`src/rtl/bk_save_ctrl.sv`:
```
// rtl/bk_save_ctrl.sv - cart battery-save loader/saver between SD sector buffer and cart RAM
module bk_save_ctrl #(
  parameter int TIMEOUT_W = 20
) (
  input  logic        clk_sys,
  input  logic        reset,
  input  logic        img_mounted,
  input  logic        img_readonly,
  input  logic [63:0] img_size,
  input  logic        has_save,
  input  logic [7:0]  ram_mask_file,
  input  logic        bk_save_req,
  input  logic        sd_ack,
  input  logic [7:0]  sd_buff_addr,
  input  logic [15:0] sd_buff_dout,
  input  logic        sd_buff_wr,
  input  logic [15:0] bk_q,
  output logic [31:0] sd_lba,
  output logic        sd_rd,
  output logic        sd_wr,
  output logic [15:0] sd_buff_din,
  output logic [16:0] bk_addr,
  output logic [15:0] bk_data,
  output logic        bk_wr,
  output logic        bk_loading,
  output logic        bk_busy,
  output logic        bk_error
);

  typedef enum logic [2:0] {
    IDLE,
    RD_REQ,
    RD_XFER,
    WR_REQ,
    WR_XFER,
    NEXT
  } state_t;

  // Abort fires on the last waiting cycle, giving 2^W-1 request cycles in total.
  localparam logic [TIMEOUT_W-1:0] WD_LAST = {{(TIMEOUT_W-1){1'b1}}, 1'b0};

  state_t               r_state;
  state_t               w_next_state;
  logic [7:0]           r_lba;
  logic [7:0]           r_mask;
  logic                 r_pending;
  logic [TIMEOUT_W-1:0] r_wd;
  logic                 r_loading;
  logic                 r_error;
  logic                 r_save_req_d;

  logic w_img_present;
  logic w_load_ok;
  logic w_save_qual;
  logic w_wd_last;
  logic w_start_load;
  logic w_start_save;
  logic w_lba_inc;
  logic w_timeout;
  logic w_done;
  logic w_wd_inc;

  assign w_img_present = (img_size != 64'd0);
  assign w_load_ok     = img_mounted & w_img_present & has_save;
  assign w_save_qual   = bk_save_req & ~r_save_req_d & has_save & w_img_present & ~img_readonly;
  assign w_wd_last     = (r_wd == WD_LAST);

  always_comb begin
    w_next_state = r_state;
    w_start_load = 1'b0;
    w_start_save = 1'b0;
    w_lba_inc    = 1'b0;
    w_timeout    = 1'b0;
    w_done       = 1'b0;
    w_wd_inc     = 1'b0;
    sd_rd        = 1'b0;
    sd_wr        = 1'b0;
    bk_wr        = 1'b0;
    bk_addr      = 17'd0;
    case (r_state)
      IDLE: begin
        if (w_load_ok) begin
          w_next_state = RD_REQ;
          w_start_load = 1'b1;
        end else if (r_pending || w_save_qual) begin
          w_next_state = WR_REQ;
          w_start_save = 1'b1;
        end
      end
      RD_REQ: begin
        sd_rd = 1'b1;
        if (sd_ack) begin
          w_next_state = RD_XFER;
        end else if (w_wd_last) begin
          w_next_state = IDLE;
          w_timeout    = 1'b1;
        end else begin
          w_wd_inc = 1'b1;
        end
      end
      RD_XFER: begin
        bk_addr = {1'b0, r_lba, sd_buff_addr};
        bk_wr   = sd_buff_wr & sd_ack;
        if (!sd_ack) w_next_state = NEXT;
      end
      WR_REQ: begin
        sd_wr = 1'b1;
        if (sd_ack) begin
          w_next_state = WR_XFER;
        end else if (w_wd_last) begin
          w_next_state = IDLE;
          w_timeout    = 1'b1;
        end else begin
          w_wd_inc = 1'b1;
        end
      end
      WR_XFER: begin
        bk_addr = {1'b0, r_lba, sd_buff_addr};
        if (!sd_ack) w_next_state = NEXT;
      end
      NEXT: begin
        if (r_lba == r_mask) begin
          w_next_state = IDLE;
          w_done       = 1'b1;
        end else begin
          w_lba_inc    = 1'b1;
          w_next_state = r_loading ? RD_REQ : WR_REQ;
        end
      end
      default: w_next_state = IDLE;
    endcase
  end

  always_ff @(posedge clk_sys) begin
    if (reset) begin
      r_state <= IDLE;
    end else begin
      r_state <= w_next_state;
    end
  end

  always_ff @(posedge clk_sys) begin
    if (reset) begin
      r_lba        <= 8'd0;
      r_mask       <= 8'd0;
      r_pending    <= 1'b0;
      r_wd         <= '0;
      r_loading    <= 1'b0;
      r_error      <= 1'b0;
      r_save_req_d <= 1'b0;
    end else begin
      r_save_req_d <= bk_save_req;

      // A qualifying save that cannot start now is remembered until IDLE.
      if (w_start_save) begin
        r_pending <= 1'b0;
      end else if (w_save_qual) begin
        r_pending <= 1'b1;
      end

      if (w_start_load || w_start_save) begin
        r_lba   <= 8'd0;
        r_mask  <= ram_mask_file;
        r_error <= 1'b0;
      end else if (w_lba_inc) begin
        r_lba <= r_lba + 8'd1;
      end

      if (w_start_load || w_start_save || w_lba_inc) begin
        r_wd <= '0;
      end else if (w_wd_inc) begin
        r_wd <= r_wd + 1'b1;
      end

      if (w_start_load) begin
        r_loading <= 1'b1;
      end else if (w_start_save || w_done || w_timeout) begin
        r_loading <= 1'b0;
      end

      if (w_timeout) r_error <= 1'b1;
    end
  end

  assign sd_lba      = {24'd0, r_lba};
  assign sd_buff_din = bk_q;
  assign bk_data     = sd_buff_dout;
  assign bk_loading  = r_loading;
  assign bk_busy     = (r_state != IDLE);
  assign bk_error    = r_error;

endmodule

```
`config.mk`:
```
export PLATFORM = sky130hd
export DESIGN_NAME = bk_save_ctrl
export DESIGN_NICKNAME = d
export VERILOG_FILES = /design/src/rtl/bk_save_ctrl.sv
export SDC_FILE = /design/constraint.sdc
export NUM_CORES = 1
export LEC_CHECK = 0
export ABC_CLOCK_PERIOD_IN_PS = 3350
export BUFFER_PORTS_ARGS = -buffer_cell sky130_fd_sc_hd__buf_2
export CAP_MARGIN = 15
export CORE_ASPECT_RATIO = 1.2
export CORE_MARGIN = 3
export CORE_UTILIZATION = 26
export DETAILED_ROUTE_END_ITERATION = 7
export SLEW_MARGIN = 10
export SYNTH_ARGS = -nofsm -noshare
export SYNTH_HDL_FRONTEND = slang
export SYNTH_SLANG_ARGS = --single-unit
```
`constraint.sdc`:
```
create_clock -name clk_sys -period 3.35 [get_ports clk_sys]
set_clock_uncertainty 0.1 [all_clocks]
set_input_delay 1.005 -clock clk_sys [delete_from_list [all_inputs] [get_ports clk_sys]]
set_output_delay 1.005 -clock clk_sys [all_outputs]
set_load 0.02 [all_outputs]
```
==> out/metrics.csv <==
metric;value;unit
worstSetupPathType;flop to output port;
grt_pass1_wl;11600;um
cts_tree;done;
gp_congestion;0.8701;
cts-buffers-inserted;5;
root_buffer;clkbuf_16;
antenna_cells;0;
cp_max_fo;17;
synth_top_area_share;30.36;%
grt_max_degree;21;
ctsResizeCount;0;
cts_hold_buf;0;
grt.total_usage;11.56;%
cts_setup_buffers;0;
area_growth;18.14;%
grt_pass1_vias;2483;
wl_per_cell;12.83;um
finalPower;1.650;mW
drive_above_1_share;32.71;%
first_pass_iters;4;
wirelength;7108;um
nNetsFinal;547;
portBuffers;117;
worst_slew_pin_slew;0.7549;ns
post-route-min-period;3.061;ns
syn_avg_cell_area;8.290;um2
arrival;1.96;ns
dp_hpwl;5707;um
startpoint_type;flop;
start_util;26.83;%
holdWs;0.3686;ns
std_cell_rows;41;
clkTransAtPathRegs;0.06;ns
synth_area_leaders;dfxtp_1, buf_4, xor2_1, nor2_1, nor4_1;
die_area;12200;um2
hold_class;flop to flop;
core_area;10570;um2
syn_area;2835;um2
clock_path_buffers;2;
rsz0062_at_grt;false;
setup_viol;0;
htreeDepth;2;
ys_types;46;
die_w;101.3;um
die_h;120.4;um
grt-ovfl-total;0;
hold_violations;0;
slew_violations;0;
cap_violations;0;
first_iter_violations;59;
synth_top_cell_by_area;dfxtp_1;
synth_warnings;0;
antenna_found_initial;0;
status;complete, no violations;
yosysSeqAreaShare;30.36;%
insertion_delay;0.28;ns
io-pin-count;207;
syn_inst;342;
p_leak;1.528;nW
drc_errors;0;
slew_headroom;49.49;%
vias;2509;
ir_worst_vdd;0.0002475;V
vias_per_cell;4.529;
timing.fmax;326.7;MHz
end_kind;output port;
yosys_register_bits;43;
cts.sinks;43;
required;2.24;ns
post-route-period-util;91.38;%
drtAntennaViolNets;0;
power_density;492.6;nW/um2
tns;0;ns
worst max-delay path, cell delays in order (launching register included):
cell     delay, ns
dfxtp_1       0.57
xnor2_1       0.11
nor2_1        0.59
and2_1        0.23
buf_2         0.17
path summary, 6_finish.rpt:
kind / startpoint / endpoint / slack (ns) / cells past startpoint
setup reg to reg: r_wd[2]$_SDFFE_PP0P_ / r_wd[5]$_SDFFE_PP0P_ / 1.13 / 6
hold reg to reg: bk_error$_SDFFE_PP0P_ / bk_error$_SDFFE_PP0P_ / 0.37 / 2
setup / recovery: r_state[1]$_SDFFE_PP0P_ / bk_addr[1] / 0.29 / 4
hold / removal: bk_error$_SDFFE_PP0P_ / bk_error$_SDFFE_PP0P_ / 0.37 / 2
synthesized netlist by cell type (all sizes together):
| library cell | instances |
|---|---|
| buf | 63 |
| nor2 | 50 |
| dfxtp | 43 |
| xor2 | 26 |
| nor4 | 22 |
| and2 | 16 |
| nand4 | 15 |
| nand2 | 14 |
| mux2i | 9 |
| xnor2 | 9 |
| a21oi | 8 |
| nand3 | 8 |
| clkbuf | 6 |
| nor3 | 6 |
| and4 | 5 |
| inv | 5 |
| a211oi | 4 |
| nor2b | 4 |
| and3 | 3 |
| ha | 3 |
| nand2b | 2 |
| nand3b | 2 |
| nor4b | 2 |
| o21ai | 2 |
| or2 | 2 |
| or3 | 2 |
| a211o | 1 |
| a21o | 1 |
| a221oi | 1 |
| a31o | 1 |
| conb | 1 |
| nor3b | 1 |
| o211ai | 1 |
| o21a | 1 |
| o21bai | 1 |
| o31ai | 1 |
| o41ai | 1 |
per-stage QoR:
| stage | util (%) | worst slack [ns] | cell area, um2 | cells |
|---|---|---|---|---|
| global placement | 30.37 | 0.3551 | 3209 | 546 |
| global route | 31.70 | 0.01840 | 3349 | 554 |
| finish | 31.70 | 0.2889 | 3349 | 554 |
| CTS | 31.70 | 0.2748 | 3349 | 554 |
| floorplan | - | 0.3835 | 2925 | 366 |
| detailed placement | 30.37 | 0.3967 | 3209 | 546 |
layout by cell type (no fill, tap or decap), drive strengths merged, types with 4 or more instances in the layout:
cell / netlist / routed
a211oi: 4 / 4
a21oi: 8 / 8
and2: 16 / 16
and4: 5 / 5
buf: 63 / 120
clkbuf: 6 / 5
conb: 1 / 25
dfxtp: 43 / 43
inv: 5 / 5
mux2i: 9 / 9
nand2: 14 / 14
nand3: 8 / 8
nand4: 15 / 15
nor2: 50 / 50
nor2b: 4 / 4
nor3: 6 / 6
nor4: 22 / 22
xnor2: 9 / 9
xor2: 26 / 26
state kept, by name, indices dropped and copies added, names as in the netlist:
signal        cells
bk_error          1
bk_loading        1
r_lba             8
r_mask            8
r_pending         1
r_save_req_d      1
r_state           3
r_wd             20
layout make-up:
type	instances	area, um2
Clock inverter	3	15.01
Fill cell	1144	7218
Clock buffer	5	125.1
Sequential cell	43	860.8
Timing Repair Buffer	120	608.1
Inverter	5	18.77
Multi-Input combinational cell	249	1560
Tap cell	129	161.4
kinds of logic (layout without fill, tap and decap cells):
kind of cell | Yosys count | after routing | synth area share, %
multiplexers | 9 | 9 | 3.178
XOR/XNOR | 35 | 35 | 10.81
AO/OA/AOI/OAI | 23 | 23 | 6.664
AND/OR/NAND/NOR | 154 | 154 | 29.74
buffers and inverters | 74 | 133 | 17.78
flip-flops | 43 | 43 | 30.36
adder cells (fa/ha/maj) | 3 | 3 | 1.324
other | 1 | 25 | 0.1323
where the power goes:
part / internal, mW / switching (mW)
Sequential: 0.552 / 0.0631
Combinational: 0.217 / 0.351
Clock: 0.272 / 0.195
Total: 1.04 / 0.609
routing by layer:
| metal | vias up | global-route usage (%) | part of all wire, % |
|---|---|---|---|
| met5 | - | 0 | 0 |
| met2 | 106 | 20.25 | 51 |
| met3 | 10 | 3.058 | 7.5 |
| met1 | 1137 | 13.85 | 41 |
| li1 | 1256 | - | - |
| met4 | 0 | 2.909 | 1.1 |
(Power assumes the default switching activity.)
